**config.mk**
```make
export PLATFORM = sky130hd
export DESIGN_NAME = parity_frame_sched_flat
export DESIGN_NICKNAME = d
export VERILOG_FILES = /design/src/rtl/parity_frame_sched_if.sv /design/src/rtl/parity_frame_sched.sv /design/src/flat_wrapper.sv
export SDC_FILE = /design/constraint.sdc
export NUM_CORES = 1
export LEC_CHECK = 0
export BUFFER_PORTS_ARGS = -buffer_cell sky130_fd_sc_hd__buf_2
export CAP_MARGIN = 40
export CORE_MARGIN = 10
export CORE_UTILIZATION = 28
export DETAILED_ROUTE_END_ITERATION = 7
export GPL_TIMING_DRIVEN = 0
export HOLD_SLACK_MARGIN = 0.05
export SYNTH_ARGS = -nofsm -noshare
export SYNTH_HDL_FRONTEND = slang
export SYNTH_SLANG_ARGS = --single-unit
```
**constraint.sdc**
```tcl
create_clock -name clk -period 5.6 [get_ports clk]
set_clock_uncertainty 0.2 [all_clocks]
set_input_delay 0.84 -clock clk [delete_from_list [all_inputs] [get_ports clk]]
set_output_delay 0.84 -clock clk [all_outputs]
set_load 0.02 [all_outputs]
```
**src/rtl/parity_frame_sched_if.sv**
```systemverilog
// Bundle of requester streams, result channel and status for parity_frame_sched.
// master: the client side (stream sources + result consumer); slave: the scheduler.
interface parity_frame_sched_if #(
    parameter int NREQ = 4,
    parameter int W    = 4,
    parameter int CNTW = 8
);
    localparam int IDW = $clog2(NREQ);

    logic [NREQ-1:0]   req_valid;
    logic [NREQ*W-1:0] req_data;
    logic [NREQ-1:0]   req_last;
    logic [NREQ-1:0]   req_ready;

    logic              res_valid;
    logic              res_ready;
    logic              res_parity;
    logic [IDW-1:0]    res_id;
    logic [CNTW-1:0]   res_len;

    logic              busy;

    modport master (
        output req_valid, req_data, req_last, res_ready,
        input  req_ready, res_valid, res_parity, res_id, res_len, busy
    );

    modport slave (
        input  req_valid, req_data, req_last, res_ready,
        output req_ready, res_valid, res_parity, res_id, res_len, busy
    );
endinterface

```
**src/rtl/parity_frame_sched.sv**
```systemverilog
// parity_frame_sched: one shared XOR-reduction datapath, round-robin arbitrated
// among NREQ frame streams. The grant is locked for a whole frame and one result
// (parity, owner id, saturating word count) is returned per frame.
// Build option: define PARITY_FRAME_ODD_EN for odd parity (inverted frame XOR);
// default build reports even parity.
//
// state   | meaning
// --------+---------------------------------------------------------------
// ST_IDLE | no frame owned; round-robin search for the next requester
// ST_BUSY | grant locked, accepting words from the granted requester only
// ST_RESP | result presented, waiting for the consumer to take it
module parity_frame_sched #(
    parameter int NREQ = 4,
    parameter int W    = 4,
    parameter int CNTW = 8
) (
    input  logic                 clk,
    input  logic                 rst_n,
    parity_frame_sched_if.slave  bus
);
    localparam int IDW = $clog2(NREQ);

`ifdef PARITY_FRAME_ODD_EN
    localparam logic PAR_INV = 1'b1;
`else
    localparam logic PAR_INV = 1'b0;
`endif

    typedef enum logic [1:0] {
        ST_IDLE = 2'd0,
        ST_BUSY = 2'd1,
        ST_RESP = 2'd2
    } state_t;

    state_t           state_q, state_d;
    logic [IDW-1:0]   grant_q, grant_d;
    logic [IDW-1:0]   rr_q, rr_d;
    logic [IDW-1:0]   rr_next;

    logic             arb_found;
    logic [IDW-1:0]   arb_idx;
    int               cand;
    logic [IDW-1:0]   cand_idx;

    logic             gnt_valid;
    logic             gnt_last;
    logic [W-1:0]     gnt_data;
    logic             hs;

    logic             acc_q;
    logic             acc_nxt;
    logic [CNTW-1:0]  cnt_q;
    logic [CNTW-1:0]  cnt_nxt;

    logic             res_parity_q;
    logic [IDW-1:0]   res_id_q;
    logic [CNTW-1:0]  res_len_q;

    // Round-robin search: first valid requester at or above rr_q, wrapping.
    always_comb begin
        arb_found = 1'b0;
        arb_idx   = '0;
        cand      = 0;
        cand_idx  = '0;
        for (int k = 0; k < NREQ; k++) begin
            cand = int'(rr_q) + k;
            if (cand >= NREQ) begin
                cand = cand - NREQ;
            end
            cand_idx = IDW'(cand);
            if (!arb_found && bus.req_valid[cand_idx]) begin
                arb_found = 1'b1;
                arb_idx   = cand_idx;
            end
        end
    end

    // Select the granted requester's stream; everything else is ignored.
    always_comb begin
        gnt_valid = 1'b0;
        gnt_last  = 1'b0;
        gnt_data  = '0;
        for (int i = 0; i < NREQ; i++) begin
            if (grant_q == IDW'(i)) begin
                gnt_valid = bus.req_valid[i];
                gnt_last  = bus.req_last[i];
                gnt_data  = bus.req_data[i*W +: W];
            end
        end
    end

    // Only the granted requester sees ready, and only while a frame is open.
    always_comb begin
        bus.req_ready = '0;
        for (int i = 0; i < NREQ; i++) begin
            if ((state_q == ST_BUSY) && (grant_q == IDW'(i))) begin
                bus.req_ready[i] = 1'b1;
            end
        end
    end

    assign hs      = (state_q == ST_BUSY) && gnt_valid;
    assign acc_nxt = acc_q ^ (^gnt_data);
    assign cnt_nxt = (cnt_q == {CNTW{1'b1}}) ? cnt_q : cnt_q + 1'b1;
    assign rr_next = (grant_q == IDW'(NREQ - 1)) ? '0 : grant_q + 1'b1;

    // Next-state logic; the grant moves only when leaving IDLE, rr only on result pop.
    always_comb begin
        state_d = state_q;
        grant_d = grant_q;
        rr_d    = rr_q;
        case (state_q)
            ST_IDLE: begin
                if (arb_found) begin
                    grant_d = arb_idx;
                    state_d = ST_BUSY;
                end
            end
            ST_BUSY: begin
                if (hs && gnt_last) begin
                    state_d = ST_RESP;
                end
            end
            ST_RESP: begin
                if (bus.res_ready) begin
                    rr_d    = rr_next;
                    state_d = ST_IDLE;
                end
            end
            default: begin
                state_d = ST_IDLE;
            end
        endcase
    end

    // State, grant and round-robin pointer registers.
    always_ff @(posedge clk or negedge rst_n) begin
        if (!rst_n) begin
            state_q <= ST_IDLE;
            grant_q <= '0;
            rr_q    <= '0;
        end else begin
            state_q <= state_d;
            grant_q <= grant_d;
            rr_q    <= rr_d;
        end
    end

    // Frame accumulator and saturating word counter; cleared when a grant is issued.
    always_ff @(posedge clk or negedge rst_n) begin
        if (!rst_n) begin
            acc_q <= 1'b0;
            cnt_q <= '0;
        end else if ((state_q == ST_IDLE) && arb_found) begin
            acc_q <= 1'b0;
            cnt_q <= '0;
        end else if (hs) begin
            acc_q <= acc_nxt;
            cnt_q <= cnt_nxt;
        end
    end

    // Result capture on the last-word handshake, from the already-updated values,
    // so the result holds steady through RESP regardless of the stream inputs.
    always_ff @(posedge clk or negedge rst_n) begin
        if (!rst_n) begin
            res_parity_q <= 1'b0;
            res_id_q     <= '0;
            res_len_q    <= '0;
        end else if (hs && gnt_last) begin
            res_parity_q <= acc_nxt ^ PAR_INV;
            res_id_q     <= grant_q;
            res_len_q    <= cnt_nxt;
        end
    end

    assign bus.res_valid  = (state_q == ST_RESP);
    assign bus.res_parity = res_parity_q;
    assign bus.res_id     = res_id_q;
    assign bus.res_len    = res_len_q;
    assign bus.busy       = (state_q != ST_IDLE);

endmodule

```
**src/flat_wrapper.sv**
```systemverilog
// flat-port wrapper written by rule: the top's interface ports become plain ports
module parity_frame_sched_flat 
#(
    parameter int NREQ = 4,
    parameter int W    = 4,
    parameter int CNTW = 8
)
  (clk, rst_n, bus_req_valid, bus_req_data, bus_req_last, bus_res_ready, bus_req_ready, bus_res_valid, bus_res_parity, bus_res_id, bus_res_len, bus_busy);
  parity_frame_sched_if #(.NREQ(NREQ), .W(W), .CNTW(CNTW)) bus_i ();
  input  logic clk;
  input  logic rst_n;
  input wire logic [$bits(bus_i.req_valid)-1:0] bus_req_valid;
  input wire logic [$bits(bus_i.req_data)-1:0] bus_req_data;
  input wire logic [$bits(bus_i.req_last)-1:0] bus_req_last;
  input wire logic [$bits(bus_i.res_ready)-1:0] bus_res_ready;
  output wire logic [$bits(bus_i.req_ready)-1:0] bus_req_ready;
  output wire logic [$bits(bus_i.res_valid)-1:0] bus_res_valid;
  output wire logic [$bits(bus_i.res_parity)-1:0] bus_res_parity;
  output wire logic [$bits(bus_i.res_id)-1:0] bus_res_id;
  output wire logic [$bits(bus_i.res_len)-1:0] bus_res_len;
  output wire logic [$bits(bus_i.busy)-1:0] bus_busy;
  assign bus_i.req_valid = bus_req_valid;
  assign bus_i.req_data = bus_req_data;
  assign bus_i.req_last = bus_req_last;
  assign bus_i.res_ready = bus_res_ready;
  assign bus_req_ready = bus_i.req_ready;
  assign bus_res_valid = bus_i.res_valid;
  assign bus_res_parity = bus_i.res_parity;
  assign bus_res_id = bus_i.res_id;
  assign bus_res_len = bus_i.res_len;
  assign bus_busy = bus_i.busy;
  parity_frame_sched #(.NREQ(NREQ), .W(W), .CNTW(CNTW)) u_core (.clk(clk), .rst_n(rst_n), .bus(bus_i));
endmodule
```
==> results.toml <==
[timing]
finalSetupViolations = 0
slew_viol_final = 0
hold_viol = 0
setup_tns_ns = 0
grt_setup_unrepaired = "false"
fin_crit_sh = 0.449
tightestPinTransition_ns = 0.600
maxSlewHeadroom = 0.600
holdWs_ns = 0.286
fmax_mhz = 398
finalCriticalPeriod_ns = 2.51
worst_slack_ns = 3.09

[placement]
dp_hpwl_mm = 3.22
portBuffers = 43
dpl_cell_area_sq_um = 1920
gp_congestion = 0.807
dpl_worst_slack_ns = 3.20

[layout]
fillerInstances = 587
multiInputGateArea_sq_um = 901
seq_area_sq_um = 651
layout-drive-gt1-share = 0.268
nNetsFinal = 257
diodes = 0
layout_common_cells = "45 x buf_2, 26 x dfrtp_1, 21 x nand2_1"
stdcell_area_sq_um = 1990
syn_to_final_growth_pct = 23.4
mostFrequentLayoutCell = "buf_2"

[route]
vias = 1367
wl_mm = 4.04
routedWlPerCell_um = 13.7
first_pass_iters = 4
drc = 0
drt_iter0_drc = 61
ant_nets = 0
viasPerCell = 4.62

[cts]
cts_root_buf = "clkbuf_8"
cts_max_level = 1
post_cts_resized = 0
cts-buffers-inserted = 3
insertion_delay_ns = 0.27
cts.sinks = 26
clk_pin_slew_ns = 0.10
postCtsSetupBuffers = 0
cts_tree = "yes"
clockBufferDepth = 2
cts_hold_buffers = 0

[floorplan]
dieArea_sq_um = 9190
die_h_um = 95.9
rows = 27
initial_core_util = 0.291
pin_count = 44
die_x_um = 95.9
core_sq_um = 5540

[logic_synthesis]
synthesis.area_sq_um = 1610
yosysSeqAreaShare = 0.404
synth_compound_area_frac = 0.220
synth_nets = 209
synth_top_family_by_area = "compound AO/OA/AOI/OAI gates"
synthMuxAreaShare = 0.0287
synthAdderAreaFrac = 0.0388
yosys_warnings = 0
syn_inst = 177
synth.distinct_cells = 48
synth_simple_gate_area_share = 0.217
synthFlopType = "dfrtp_1"
ys_ff_latch = 26
synthArstFlopShare = 1.00
synth_xor_area_frac = 0.0543
syn_area_per_cell_sq_um = 9.10
synth-edff-count = 0

[setup_path]
regToRegSetupSlack_ns = 3.29
path_buf_inv = 2
crit_path_start_kind = "flop"
crit_family = "flip-flops"
required_ns = 4.56
worst-setup-path-type = "reg2out"
cp_max_fo = 5
cpPeakStageDelay_ns = 0.43
critPathArrivalTime_ns = 1.47
cp_slowest_cell = "dfrtp_1"
crit_cells = 4
r2r_cells = 8
end_kind = "output port"
crit_path_cell_trace = "inv_1 -> ha_1 -> and2_1 -> buf_2"

[global_routing]
gr-total-overflow = 0
antenna_found_initial = 0
grt_pass1_vias = 1401
grt_pass1_wl_mm = 6.93
grt_usage = 0.0943
grt_max_degree = 27

[status]
status = "complete, no violations"

[min_path]
hold-path-cell-count = 2
hold_path_class = "reg2reg"

[power_and_ir_drop]
leakage_nw = 0.942
power.total_mw = 0.888
ir_drop_mv = 0.143
powerDensity_nw_per_um2 = 447

[flow_run]
max_cap_violations = 0
-- cell usage after synthesis, types with 2 or more instances --
| cell type | n | area, sq um |
|---|---|---|
| dfrtp_1 | 26 | 651 |
| or2_1 | 3 | 18.8 |
| and2_1 | 6 | 37.5 |
| buf_2 | 2 | 10.0 |
| nor2b_1 | 3 | 18.8 |
| xor2_1 | 9 | 78.8 |
| o31ai_1 | 3 | 22.5 |
| a211oi_1 | 2 | 15.0 |
| clkbuf_1 | 2 | 7.51 |
| nand2_1 | 21 | 78.8 |
| nand4_1 | 2 | 12.5 |
| nor2_1 | 14 | 52.6 |
| inv_1 | 8 | 30.0 |
| mux2i_1 | 2 | 20.0 |
| o21ai_1 | 9 | 45.0 |
| o21ai_0 | 8 | 40.0 |
| a211o_1 | 3 | 26.3 |
| a221oi_1 | 2 | 17.5 |
| nand3_1 | 9 | 45.0 |
| and3_1 | 2 | 12.5 |
| nor4_1 | 2 | 12.5 |
| a21oi_1 | 6 | 30.0 |
| o22ai_1 | 4 | 25.0 |
| ha_1 | 5 | 62.6 |
-- registers in the layout, indices dropped and copies added (netlist names) --
register               cells
u_core.state_q             2
u_core.grant_q             2
u_core.cnt_q               8
u_core.bus.res_id          2
u_core.acc_q               1
u_core.rr_q                2
u_core.bus.res_len         8
u_core.bus.res_parity      1
-- per-layer routing --
| metal | share of wire | global-route usage | vias up |
|---|---|---|---|
| li1 | - | - | 724 |
| met1 | 0.47 | 0.117 | 625 |
| met2 | 0.48 | 0.157 | 16 |
| met3 | 0.047 | 0.0265 | 2 |
| met4 | 0.0027 | 0.0246 | 0 |
| met5 | 0 | 0 | - |
-- final timing paths --
check / to / start
worst max-delay path: bus_req_ready[2] / u_core.grant_q[0]$_DFFE_PN0P_
worst min-delay path: u_core.bus.res_len[1]$_DFFE_PN0P_ / u_core.bus.res_len[1]$_DFFE_PN0P_
worst max register to register: u_core.bus.res_len[5]$_DFFE_PN0P_ / u_core.grant_q[0]$_DFFE_PN0P_
worst min register to register: u_core.bus.res_len[1]$_DFFE_PN0P_ / u_core.bus.res_len[1]$_DFFE_PN0P_
max in group asynchronous: u_core.cnt_q[0]$_DFFE_PN0P_ / rst_n
min in group asynchronous: u_core.bus.res_parity$_DFFE_PN0P_ / rst_n
-- layout make-up --
class,instances,share of cell area
Sequential cell,26,0.327
Inverter,8,0.0151
Timing Repair Buffer,43,0.108
Clock inverter,1,0.0151
Buffer,6,0.0151
Tap cell,72,0.0453
Clock buffer,3,0.0208
Multi-Input combinational cell,137,0.453
-- cell families (layout without fill, tap and decap cells) --
family          count (synthesis)  count (layout)
compound gates                 49              49
xor+xnor                       10              10
fa+ha+maj                       5               5
buf+inv                        14              61
flops                          26              26
mux                             4               4
simple gates                   69              69
-- worst register-to-register path: cells and delay by family (launching register included) --
kind            cells  cell delay, ns
buf+inv             2            0.44
flops               1            0.43
fa+ha+maj           1            0.31
compound gates      3            0.45
simple gates        2            0.38
-- metrics by stage --
stage	util	cells
after floorplan	-	177
after global placement	0.346	292
after detailed placement	0.346	292
after CTS	0.359	296
after global routing	0.359	296
final	0.359	296
-- power breakdown --
group | leakage [nW] | total [mW] | internal, mW | switching (mW)
Clock | 0.0357 | 0.159 | 0.0957 | 0.0633
Sequential | 0.346 | 0.273 | 0.236 | 0.0372
Combinational | 0.561 | 0.457 | 0.183 | 0.273
Total | 0.942 | 0.888 | 0.514 | 0.374
No activity file was read; power rests on OpenSTA's default activity.
